--- src/rtl/audio_codec_i2s.sv ---
// audio_codec_i2s
//   I2S bridge between a codec that masters BCLK/LRCK and Avalon-ST sample
//   streams. The codec pins are synchronized into i_clk. Strobes for the
//   BCLK edges drive a capture FSM for the ADC and a playback FSM for the DAC.
//   Frame clocks: low = left channel, high = right channel.
// Ports
//   i_clk, i_rst                      system clock, synchronous active-high reset
//   i_AUD_BCLK                        codec bit clock (async)
//   i_AUD_ADCLRCK, i_AUD_DACLRCK      ADC / DAC frame clocks (async)
//   i_AUD_ADCDAT, o_AUD_DACDAT        serial ADC input, serial DAC output
//   adc_{left,right}_{data,valid,ready}  captured-sample sources
//   dac_{left,right}_{data,valid,ready}  playback-sample sinks
//   o_adc_overrun, o_dac_underrun     one-cycle event pulses
module audio_codec_i2s #(
  parameter int DATA_W      = 16,
  parameter int SYNC_STAGES = 2
) (
  input  logic              i_clk,
  input  logic              i_rst,
  input  logic              i_AUD_BCLK,
  input  logic              i_AUD_ADCLRCK,
  input  logic              i_AUD_DACLRCK,
  input  logic              i_AUD_ADCDAT,
  output logic              o_AUD_DACDAT,
  output logic [DATA_W-1:0] adc_left_data,
  output logic [DATA_W-1:0] adc_right_data,
  output logic              adc_left_valid,
  output logic              adc_right_valid,
  input  logic              adc_left_ready,
  input  logic              adc_right_ready,
  input  logic [DATA_W-1:0] dac_left_data,
  input  logic [DATA_W-1:0] dac_right_data,
  input  logic              dac_left_valid,
  input  logic              dac_right_valid,
  output logic              dac_left_ready,
  output logic              dac_right_ready,
  output logic              o_adc_overrun,
  output logic              o_dac_underrun
);

  localparam int CNT_W = $clog2(DATA_W + 1);
  localparam logic [CNT_W-1:0] CNT_ZERO = CNT_W'(0);
  localparam logic [CNT_W-1:0] CNT_ONE  = CNT_W'(1);
  // The ADC counter holds the index of the last captured bit; the final bit
  // arrives while it reads DATA_W-2.
  localparam logic [CNT_W-1:0] ADC_LAST = CNT_W'(DATA_W - 2);
  localparam logic [CNT_W-1:0] DAC_LAST = CNT_W'(DATA_W);

  localparam logic [1:0] ADC_WAIT  = 2'd0;
  localparam logic [1:0] ADC_SKIP  = 2'd1;
  localparam logic [1:0] ADC_SHIFT = 2'd2;
  localparam logic [0:0] DAC_IDLE  = 1'b0;
  localparam logic [0:0] DAC_SHIFT = 1'b1;

  // ---------------------------------------------------------------- sync
  logic [3:0] sync_r [SYNC_STAGES];
  logic       bclk_prev_r;
  logic       bclk_s, adclrck_s, daclrck_s, adcdat_s;
  logic       bclk_rise_s, bclk_fall_s;

  // Pin synchronizers plus previous BCLK; free-running so no false edge appears at reset release.
  always_ff @(posedge i_clk) begin
    sync_r[0] <= {i_AUD_BCLK, i_AUD_ADCLRCK, i_AUD_DACLRCK, i_AUD_ADCDAT};
    for (int i = 1; i < SYNC_STAGES; i++) begin
      sync_r[i] <= sync_r[i-1];
    end
    bclk_prev_r <= bclk_s;
  end

  assign bclk_s      = sync_r[SYNC_STAGES-1][3];
  assign adclrck_s   = sync_r[SYNC_STAGES-1][2];
  assign daclrck_s   = sync_r[SYNC_STAGES-1][1];
  assign adcdat_s    = sync_r[SYNC_STAGES-1][0];
  assign bclk_rise_s = bclk_s & ~bclk_prev_r;
  assign bclk_fall_s = ~bclk_s & bclk_prev_r;

  // ---------------------------------------------------------------- ADC
  logic [1:0]        adc_state_r;
  logic              adc_lrck_r;
  logic              adc_chan_r;
  logic [CNT_W-1:0]  adc_cnt_r;
  logic [DATA_W-2:0] adc_shift_r;
  logic              adc_edge_s, adc_done_s;
  logic [DATA_W-1:0] adc_word_s;
  logic [DATA_W-1:0] adc_l_data_r, adc_r_data_r;
  logic              adc_l_valid_r, adc_r_valid_r, adc_ovr_r;

  assign adc_edge_s = bclk_rise_s & (adclrck_s ^ adc_lrck_r);
  assign adc_done_s = bclk_rise_s & ~adc_edge_s & (adc_state_r == ADC_SHIFT) &
                      (adc_cnt_r == ADC_LAST);
  assign adc_word_s = {adc_shift_r, adcdat_s};

  // ADC capture FSM; a frame edge always restarts at SKIP, dropping any partial word.
  always_ff @(posedge i_clk) begin
    if (i_rst) begin
      adc_state_r <= ADC_WAIT;
      adc_lrck_r  <= adclrck_s;  // only a transition after release starts a frame
      adc_chan_r  <= 1'b0;
      adc_cnt_r   <= CNT_ZERO;
      adc_shift_r <= {(DATA_W-1){1'b0}};
    end else begin
      if (bclk_rise_s) begin
        adc_lrck_r <= adclrck_s;
      end
      if (adc_edge_s) begin
        adc_state_r <= ADC_SKIP;
        adc_chan_r  <= adclrck_s;
        adc_cnt_r   <= CNT_ZERO;
        adc_shift_r <= {(DATA_W-1){1'b0}};
      end else if (bclk_rise_s) begin
        case (adc_state_r)
          ADC_WAIT: begin
            adc_state_r <= ADC_WAIT;
          end
          // The edge rise carried the previous word's LSB; this rise carries the MSB.
          ADC_SKIP: begin
            adc_shift_r <= {adc_shift_r[DATA_W-3:0], adcdat_s};
            adc_cnt_r   <= CNT_ZERO;
            adc_state_r <= ADC_SHIFT;
          end
          ADC_SHIFT: begin
            adc_shift_r <= {adc_shift_r[DATA_W-3:0], adcdat_s};
            if (adc_cnt_r == ADC_LAST) begin
              adc_cnt_r   <= CNT_ZERO;
              adc_state_r <= ADC_WAIT;
            end else begin
              adc_cnt_r <= adc_cnt_r + CNT_ONE;
            end
          end
          default: begin
            adc_state_r <= ADC_WAIT;
          end
        endcase
      end
    end
  end

  // ADC holding registers, valid handshake and overrun pulse.
  always_ff @(posedge i_clk) begin
    if (i_rst) begin
      adc_l_data_r  <= {DATA_W{1'b0}};
      adc_r_data_r  <= {DATA_W{1'b0}};
      adc_l_valid_r <= 1'b0;
      adc_r_valid_r <= 1'b0;
      adc_ovr_r     <= 1'b0;
    end else begin
      if (adc_done_s && !adc_chan_r) begin
        adc_l_data_r  <= adc_word_s;
        adc_l_valid_r <= 1'b1;
      end else if (adc_l_valid_r && adc_left_ready) begin
        adc_l_valid_r <= 1'b0;
      end
      if (adc_done_s && adc_chan_r) begin
        adc_r_data_r  <= adc_word_s;
        adc_r_valid_r <= 1'b1;
      end else if (adc_r_valid_r && adc_right_ready) begin
        adc_r_valid_r <= 1'b0;
      end
      // A word consumed in the same cycle is not lost, so it is no overrun.
      adc_ovr_r <= adc_done_s & (adc_chan_r ? (adc_r_valid_r & ~adc_right_ready)
                                            : (adc_l_valid_r & ~adc_left_ready));
    end
  end

  assign adc_left_data   = adc_l_data_r;
  assign adc_right_data  = adc_r_data_r;
  assign adc_left_valid  = adc_l_valid_r;
  assign adc_right_valid = adc_r_valid_r;
  assign o_adc_overrun   = adc_ovr_r;

  // ---------------------------------------------------------------- DAC
  logic [0:0]        dac_state_r;
  logic              dac_lrck_r;
  logic [CNT_W-1:0]  dac_cnt_r;
  logic [DATA_W-1:0] dac_shift_r;
  logic [DATA_W-1:0] dac_l_hold_r, dac_r_hold_r;
  logic              dac_l_empty_r, dac_r_empty_r;
  logic              dac_dat_r, dac_und_r;
  logic              dac_edge_s, dac_l_load_s, dac_r_load_s;

  assign dac_edge_s   = bclk_fall_s & (daclrck_s ^ dac_lrck_r);
  assign dac_l_load_s = dac_edge_s & ~daclrck_s;
  assign dac_r_load_s = dac_edge_s & daclrck_s;

  // DAC holding registers; an accept in the same cycle as a load keeps the register full.
  always_ff @(posedge i_clk) begin
    if (i_rst) begin
      dac_l_hold_r  <= {DATA_W{1'b0}};
      dac_r_hold_r  <= {DATA_W{1'b0}};
      dac_l_empty_r <= 1'b1;
      dac_r_empty_r <= 1'b1;
    end else begin
      if (dac_left_valid && dac_l_empty_r) begin
        dac_l_hold_r  <= dac_left_data;
        dac_l_empty_r <= 1'b0;
      end else if (dac_l_load_s) begin
        dac_l_empty_r <= 1'b1;
      end
      if (dac_right_valid && dac_r_empty_r) begin
        dac_r_hold_r  <= dac_right_data;
        dac_r_empty_r <= 1'b0;
      end else if (dac_r_load_s) begin
        dac_r_empty_r <= 1'b1;
      end
    end
  end

  // DAC playback FSM; the frame-edge fall loads, later falls present MSB first.
  always_ff @(posedge i_clk) begin
    if (i_rst) begin
      dac_state_r <= DAC_IDLE;
      dac_lrck_r  <= daclrck_s;
      dac_cnt_r   <= CNT_ZERO;
      dac_shift_r <= {DATA_W{1'b0}};
      dac_dat_r   <= 1'b0;
      dac_und_r   <= 1'b0;
    end else begin
      dac_und_r <= 1'b0;
      if (bclk_fall_s) begin
        dac_lrck_r <= daclrck_s;
      end
      if (dac_edge_s) begin
        if (daclrck_s) begin
          dac_shift_r <= dac_r_empty_r ? {DATA_W{1'b0}} : dac_r_hold_r;
          dac_und_r   <= dac_r_empty_r;
        end else begin
          dac_shift_r <= dac_l_empty_r ? {DATA_W{1'b0}} : dac_l_hold_r;
          dac_und_r   <= dac_l_empty_r;
        end
        dac_cnt_r   <= CNT_ZERO;
        dac_dat_r   <= 1'b0;
        dac_state_r <= DAC_SHIFT;
      end else if (bclk_fall_s) begin
        case (dac_state_r)
          DAC_IDLE: begin
            dac_dat_r <= 1'b0;
          end
          DAC_SHIFT: begin
            if (dac_cnt_r == DAC_LAST) begin
              dac_dat_r   <= 1'b0;
              dac_cnt_r   <= CNT_ZERO;
              dac_state_r <= DAC_IDLE;
            end else begin
              dac_dat_r   <= dac_shift_r[DATA_W-1];
              dac_shift_r <= {dac_shift_r[DATA_W-2:0], 1'b0};
              dac_cnt_r   <= dac_cnt_r + CNT_ONE;
            end
          end
          default: begin
            dac_state_r <= DAC_IDLE;
          end
        endcase
      end
    end
  end

  assign dac_left_ready  = dac_l_empty_r;
  assign dac_right_ready = dac_r_empty_r;
  assign o_AUD_DACDAT    = dac_dat_r;
  assign o_dac_underrun  = dac_und_r;

endmodule

--- config.mk ---
export PLATFORM = sky130hd
export DESIGN_NAME = audio_codec_i2s
export DESIGN_NICKNAME = d
export VERILOG_FILES = /design/src/rtl/audio_codec_i2s.sv
export SDC_FILE = /design/constraint.sdc
export NUM_CORES = 1
export LEC_CHECK = 0
export CAP_MARGIN = 20
export CORE_MARGIN = 1.5
export CORE_UTILIZATION = 53
export DETAILED_ROUTE_END_ITERATION = 6
export HOLD_SLACK_MARGIN = 0.15
export PLACE_DENSITY_LB_ADDON = 0.1
export SLEW_MARGIN = 20
export SYNTH_ARGS = -nofsm -noshare
export SYNTH_HDL_FRONTEND = slang
export SYNTH_SLANG_ARGS = --single-unit
--- constraint.sdc ---
create_clock -name i_clk -period 2.59 [get_ports i_clk]
set_clock_uncertainty 0.2 [all_clocks]
set_input_delay 0.3885 -clock i_clk [delete_from_list [all_inputs] [get_ports i_clk]]
set_output_delay 0.3885 -clock i_clk [all_outputs]
set_load 0.03 [all_outputs]
==> flow_summary.rst, run 1 <==
.. list-table::
   :header-rows: 1

   * - Metric
     - Value
   * - Via density
     - 5.35
   * - Number of flip-flops and latches in the synthesized netlist
     - 127
   * - Fillers
     - 691
   * - Global-route total usage across every layer
     - 23.0%
   * - Final Net Count
     - 666
   * - Power Dens Cells
     - 732 nW/µm²
   * - Post-layout min period
     - 2.33 ns
   * - Final Hold Viols
     - 0
   * - Post-synth EDFFs
     - 2
   * - Worst-Margin Slew
     - 0.623 ns
   * - Max Freq
     - 429 MHz
   * - Max-capacitance violation count
     - 0
   * - Via count of the first global-routing pass
     - 3774
   * - Clock tree root driver cell
     - sky130_fd_sc_hd__clkbuf_8
   * - Antenna-violating nets left
     - 0
   * - Total wire length
     - 10500 µm
   * - Required arrival time at the worst endpoint
     - 2.00 ns
   * - Total vias in the final route
     - 3953
   * - Portion of the post-synthesis area used by sequential elements
     - 52.9%
   * - Mapped Cells
     - 533
   * - Failing checks
     - DRC
   * - First drt pass iteration count
     - 7
   * - Estimated wirelength of the detail-placed design
     - 6970 µm
   * - Post-Route Hold Slack
     - 0.210 ns
   * - WL per Instance
     - 14.3 µm
   * - Relative max-transition margin
     - 58.5%
   * - Top Family by Delay on Critical Path
     - buffers and inverters
   * - Total Negative Setup Slacks
     - 0 ns
   * - Ys async rst share
     - 0%
   * - # setup viols final
     - 0
   * - Total nets after synthesis
     - 581
   * - Slowest cell delay on critical path
     - 0.73 ns
   * - Cell Chain, Critical Path
     - clkdlybuf4s50_1
   * - Run status
     - finished with violations
   * - Fin crit share
     - 90.0%
   * - Ratio of cells with drive above 1 in the final layout
     - 7.77%
   * - Dominant synthesized flop cell
     - sky130_fd_sc_hd__dfxtp_1
   * - Placement Cell Area
     - 5680 µm²
   * - Setup CP Type
     - register to output port
   * - Inserted Clock Buffers
     - 17
   * - Starting density of the core
     - 55.0%
   * - Startpoint Class
     - register
   * - Number of buffers and inverters on the critical path
     - 1
   * - Arrival time reported for the critical path endpoint
     - 1.74 ns
   * - RSZ-0062 raised after global routing
     - false
   * - Count of instances resized after the clock tree is built
     - 0
   * - DIE WIDTH
     - 98.6 µm
   * - Clock tree from TritonCTS
     - yes
   * - Static leakage
     - 2.25 nW
   * - Number of pins exceeding their max-slew limit in the final report
     - 0
   * - Buffer levels on the longest clock path
     - 2
   * - Number of H-tree levels
     - 4
   * - Synth cell types
     - 41
   * - DRC violations left
     - 6
   * - Worst skew pair latency
     - 0.52 ns
   * - Number of antenna cells inserted
     - 0
   * - Top fanout value on the critical path
     - 6
   * - Count of standard-cell rows
     - 34
   * - Area of the mapped netlist
     - 4840 µm²
   * - Cell type of the slowest stage on the worst timing path
     - sky130_fd_sc_hd__clkdlybuf4s50_1
   * - Syn_area_per_cell
     - 9.08 µm²
   * - # port buffers
     - 80
   * - Die area
     - 9720 µm²
   * - I/O pins
     - 81
   * - Wire length of the first global-routing pass
     - 18000 µm
   * - Total congestion overflow
     - 0
   * - Area added between synthesis and finish
     - 31.1%
   * - Post-CTS setup buffer count
     - 0
   * - Die Y
     - 98.6 µm
   * - Final weighted congestion in routability-driven placement
     - 0.817
   * - Class of the tightest hold or removal check
     - primary input to register
   * - VDD IR max
     - 0.461 mV
   * - Maximum number of pins on one net before global-route repair
     - 38
   * - Number of antenna violations at the first check in global routing
     - 0
   * - Clk sink count
     - 127
   * - Core Region
     - 8810 µm²
   * - Final core area utilization
     - 72.1%
   * - Detailed router's first-iteration violation count
     - 196
   * - Post-route design area
     - 6340 µm²
   * - Yosys warns
     - 0
   * - Clock Pin Slew Worst Setup and Hold Paths
     - 0.06 ns
   * - Worst Setup End Kind
     - output port
-- where the power goes --
part / internal, mW / switching, mW / total (mW)
clock network: 1.32 / 0.978 / 2.30
logic: 0.130 / 0.144 / 0.274
registers: 2.02 / 0.0440 / 2.07
-- through the flow --
step | std cells | setup slack [ns] | power [mW]
2_1_floorplan | 533 | 0.752 | 2.26
3_3_place_gp | 698 | 0.620 | 2.36
3_5_place_dp | 698 | 0.514 | 2.37
4_1_cts | 739 | 0.244 | 4.68
5_1_grt | 739 | 0.196 | 4.80
6_report | 739 | 0.260 | 4.64
-- synth_stat cells (all sizes together), types with 2 or more instances --
cell    instances  share of area [%]
nand2b          6               0.93
edfxtp          2                1.2
a211o           2               0.36
nand3           3               0.31
inv            10               0.78
mux2i          33                6.8
ha              6                1.6
nor2           62                4.8
nor4            4               0.52
dfxtp         125                 52
nand3b          3               0.47
nor4b           2               0.98
clkbuf         17                1.3
a21oi          59                6.1
a311oi          2               0.36
xor2            6                1.1
and2            4               0.52
a211oi         15                2.4
nand2         104                8.1
buf            15                2.3
a22oi          16                2.5
nor3            2               0.21
o21ai          19                2.0
nand4           3               0.39
-- final timing paths --
check             depth (start not counted)                         from                            to  slack, ns
hold / removal                            3            dac_right_data[9]  dac_r_hold_r[9]$_SDFFE_PP0P_       0.21
setup reg to reg                          4          bclk_prev_r$_DFF_P_   dac_shift_r[3]$_SDFFE_PP0P_       0.47
hold reg to reg                           0         sync_r[0][7]$_DFF_P_           bclk_prev_r$_DFF_P_       0.25
setup / recovery                          1  dac_left_ready$_SDFFE_PP1P_                dac_left_ready       0.26
-- flip-flops by register name, summed over array words and instances (netlist names), 2 cells and up --
signal / flops
adc_left_data: 16
adc_right_data: 16
dac_l_hold_r: 16
dac_r_hold_r: 16
dac_shift_r: 16
adc_shift_r: 15
sync_r: 8
adc_cnt_r: 5
dac_cnt_r: 5
adc_state_r: 2
-- cells by family after synthesis --
logic type                 after synthesis  synth area share, %
and+or+nand+nor                        201                 18.6
AOI/OAI and AO/OA                      117                 14.4
xor gates and xnor gates                 7                 1.27
buffers and inverters                   42                 4.42
DFF                                    127                 52.9
muxes                                   33                 6.82
adders and majority gates                6                 1.55
-- layout by cell type, fill, tap and decap left out, types with 2 or more instances in the layout --
master / Yosys / routed
sky130_fd_sc_hd__nor4b_4: 2 / 2
sky130_fd_sc_hd__a211o_1: 2 / 2
sky130_fd_sc_hd__a211oi_1: 14 / 14
sky130_fd_sc_hd__nor2_1: 62 / 62
sky130_fd_sc_hd__clkbuf_16: 0 / 16
sky130_fd_sc_hd__and2_1: 4 / 4
sky130_fd_sc_hd__nand4_1: 3 / 3
sky130_fd_sc_hd__a21oi_1: 59 / 59
sky130_fd_sc_hd__edfxtp_1: 2 / 2
sky130_fd_sc_hd__nand3b_1: 3 / 3
sky130_fd_sc_hd__nand2b_1: 5 / 5
sky130_fd_sc_hd__nor4_2: 0 / 2
sky130_fd_sc_hd__a22oi_1: 16 / 16
sky130_fd_sc_hd__clkinv_4: 0 / 2
sky130_fd_sc_hd__inv_1: 10 / 10
sky130_fd_sc_hd__clkinvlp_4: 0 / 2
sky130_fd_sc_hd__inv_6: 0 / 4
sky130_fd_sc_hd__nor3_1: 2 / 2
sky130_fd_sc_hd__a311oi_1: 2 / 2
sky130_fd_sc_hd__inv_8: 0 / 6
sky130_fd_sc_hd__nor4_1: 4 / 2
sky130_fd_sc_hd__dfxtp_1: 125 / 125
sky130_fd_sc_hd__buf_4: 5 / 9
sky130_fd_sc_hd__xor2_1: 6 / 6
sky130_fd_sc_hd__clkdlybuf4s50_1: 0 / 79
sky130_fd_sc_hd__nand2_1: 104 / 104
sky130_fd_sc_hd__o21ai_0: 19 / 19
sky130_fd_sc_hd__nand3_1: 3 / 3
sky130_fd_sc_hd__ha_1: 6 / 6
sky130_fd_sc_hd__mux2i_1: 33 / 33
sky130_fd_sc_hd__dlygate4sd3_1: 0 / 9
-- cell type report --
| type | count | area (µm²) | area share (%) |
|---|---|---|---|
| inverter | 10 | 37.5 | 0.592 |
| multi-input combinational | 364 | 2080 | 32.7 |
| tap | 108 | 135 | 2.13 |
| clock inverter | 15 | 165 | 2.60 |
| timing repair buffer | 98 | 953 | 15.0 |
| sequential | 127 | 2560 | 40.4 |
| clock buffer | 17 | 414 | 6.53 |
-- repair_timing --
action,4_1_cts,5_1_grt
endpoints found under the hold margin,14,0
hold buffers,9,0
setup endpoints to repair,0,0
-- routing by layer --
| layer | part of all wire [%] | vias up | track usage [%] |
|---|---|---|---|
| li1 | - | 1983 | - |
| met1 | 47 | 1871 | 30.7 |
| met2 | 47 | 83 | 36.0 |
| met3 | 4.1 | 16 | 5.18 |
| met4 | 1.6 | 0 | 10.3 |
| met5 | 0 | - | 0 |
(Power assumes the default switching activity.)
==> run 2, diff against run 1 <==
- CORE_MARGIN: 1.5 -> not set
==> run 2 against run 1 <==
- the flow now finishes without violations
- first-iteration DRC count increased by 2.0%
- highest routed layer unchanged
- clock-buffer cell count grew 2
- cell area decreased by 0.36%
- largest power group unchanged
- utilization up 0.093 points
- critical endpoint is now dac_right_ready
- die area down 2.0%
- global-route usage is 0.10 points higher
- critical path type unchanged
- register-to-register slack about the same
==> flow_summary.rst, run 2 (synthesis results as in run 1) <==
.. list-table::
   :header-rows: 1

   * - Metric
     - Value
   * - Run status
     - completed
   * - Worst slack after detailed placement
     - 0.553 ns
   * - Required arrival time at the worst endpoint
     - 2.00 ns
   * - Clock tree from TritonCTS
     - yes
   * - Total congestion overflow
     - 0
   * - WL met2
     - 5070 µm
   * - Number of pins exceeding their max-slew limit in the final report
     - 0
   * - Post-layout min period
     - 2.33 ns
   * - Antenna-violating nets left
     - 0
   * - VDD IR max
     - 0.474 mV
   * - Class of the tightest hold or removal check
     - primary input to register
   * - Clock Pin Slew Worst Setup and Hold Paths
     - 0.06 ns
   * - Area added between synthesis and finish
     - 30.6%
   * - Ratio of cells with drive above 1 in the final layout
     - 7.63%
   * - Estimated wirelength of the detail-placed design
     - 7120 µm
   * - Count of instances resized after the clock tree is built
     - 0
   * - Fin crit share
     - 90.1%
   * - Number of antenna violations at the first check in global routing
     - 0
   * - Die Y
     - 97.6 µm
   * - Power Dens Cells
     - 721 nW/µm²
   * - Cell type of the slowest stage on the worst timing path
     - sky130_fd_sc_hd__clkdlybuf4s50_1
   * - Maximum number of pins on one net before global-route repair
     - 34
   * - Setup CP Type
     - register to output port
   * - Met1 routed wirelength after detailed routing
     - 4840 µm
   * - Inserted Clock Buffers
     - 17
   * - Detailed router's first-iteration violation count
     - 200
   * - Uppermost metal layer occupied by signal nets
     - met4
   * - Cell Chain, Critical Path
     - clkdlybuf4s50_1
   * - Setup ws final
     - 0.256 ns
   * - Worst Setup End Kind
     - output port
   * - Arrival time reported for the critical path endpoint
     - 1.75 ns
   * - Buffer levels on the longest clock path
     - 2
   * - Slowest cell delay on critical path
     - 0.74 ns
   * - Max Freq
     - 428 MHz
   * - Number of antenna cells inserted
     - 0
   * - Count of standard-cell rows
     - 34
   * - Relative max-transition margin
     - 58.4%
   * - Worst-Margin Slew
     - 0.624 ns
   * - Final Net Count
     - 666
   * - RSZ-0062 raised after global routing
     - false
   * - Static leakage
     - 2.23 nW
   * - Post-Place Cells
     - 699
   * - Count of placed standard cells in the final layout, fillers left out
     - 737
   * - Total wire length
     - 10600 µm
   * - DIE WIDTH
     - 97.6 µm
   * - Top Family by Delay on Critical Path
     - buffers and inverters
   * - Most frequent standard cell in the layout excluding fill and tap cells
     - sky130_fd_sc_hd__dfxtp_1
   * - Via density
     - 5.42
   * - Clk sink count
     - 127
   * - Core Region
     - 8760 µm²
   * - I/O pins
     - 81
   * - # port buffers
     - 80
   * - Total Negative Setup Slacks
     - 0 ns
   * - First drt pass iteration count
     - 5
   * - Clock tree root driver cell
     - sky130_fd_sc_hd__clkbuf_8
   * - Number of H-tree levels
     - 4
   * - Number of buffers and inverters on the critical path
     - 1
   * - Max-capacitance violation count
     - 0
   * - # setup viols final
     - 0
   * - Startpoint Class
     - register
   * - CTS hold repair buffers
     - 8
   * - Worst skew pair latency
     - 0.51 ns
   * - Top fanout value on the critical path
     - 6
   * - Total vias in the final route
     - 3992
   * - Final weighted congestion in routability-driven placement
     - 0.751
   * - Post-CTS setup buffer count
     - 0
   * - WL per Instance
     - 14.4 µm
   * - Final Hold Viols
     - 0
   * - Most frequent cells in the layout
     - sky130_fd_sc_hd__dfxtp_1 (125), sky130_fd_sc_hd__nand2_1 (104), sky130_fd_sc_hd__clkdlybuf4s50_1 (79)
   * - Met3 wire len
     - 557 µm
   * - Wire length of the first global-routing pass
     - 17900 µm
   * - Post-Route Hold Slack
     - 0.179 ns
   * - Global-route total usage across every layer
     - 23.1%
   * - Via count of the first global-routing pass
     - 3847
   * - Starting density of the core
     - 55.2%
   * - DRC violations left
     - 0
   * - Die area
     - 9520 µm²
==> run 2: cell types whose count changed in the layout (fill, tap and decap cells not counted), sizes merged <==
cell,delta
clkbuf,+2
dlygate4sd3,-1
clkinvlp,+3
clkinv,+2
bufinv,+1
buf,+1
inv,-10
==> run 2: metrics by stage <==
step | power [mW] | cell area (µm²) | utilization, %
floorplan | 2.26 | 4840 | -
global placement | 2.36 | 5680 | 64.8
detailed placement | 2.37 | 5680 | 64.8
CTS | 4.58 | 6320 | 72.1
global route | 4.72 | 6320 | 72.1
finish | 4.56 | 6320 | 72.1
==> run 2: where the power goes <==
group	switching (mW)	total (mW)	internal (mW)
sequential	0.0453	2.07	2.02
combinational	0.147	0.276	0.129
clock	0.816	2.21	1.40
total	1.01	4.56	3.55
==> run 2: final cells by class <==
| cell class | count | area (µm²) |
|---|---|---|
| clock inverter | 11 | 118 |
| sequential | 127 | 2560 |
| fill | 653 | 2440 |
| inverter | 10 | 37.5 |
| multi-input combinational | 364 | 2080 |
| tap | 108 | 135 |
| timing repair buffer | 98 | 951 |
| clock buffer | 19 | 442 |
==> run 2: worst paths after layout <==
path	from	endpoint	slack (ns)	cells after the start
worst max-delay path	dac_right_ready$_SDFFE_PP1P_	dac_right_ready	0.26	1
worst min-delay path	i_rst	dac_state_r$_SDFFE_PP0P_	0.18	2
worst max register to register	bclk_prev_r$_DFF_P_	dac_shift_r[7]$_SDFFE_PP0P_	0.47	4
worst min register to register	dac_l_hold_r[4]$_SDFFE_PP0P_	dac_l_hold_r[4]$_SDFFE_PP0P_	0.26	2
==> run 2: layer usage <==
layer	track usage [%]	vias up
met5	0	-
met4	8.48	0
met3	5.11	15
li1	-	1987
met2	37.5	119
met1	30.2	1871
==> run 3, diff against run 2 <==
- TNS_END_PERCENT: not set -> 30
==> results of run 3 <==
Same layout as run 2: the final DEF is identical, and so are final timing and power.
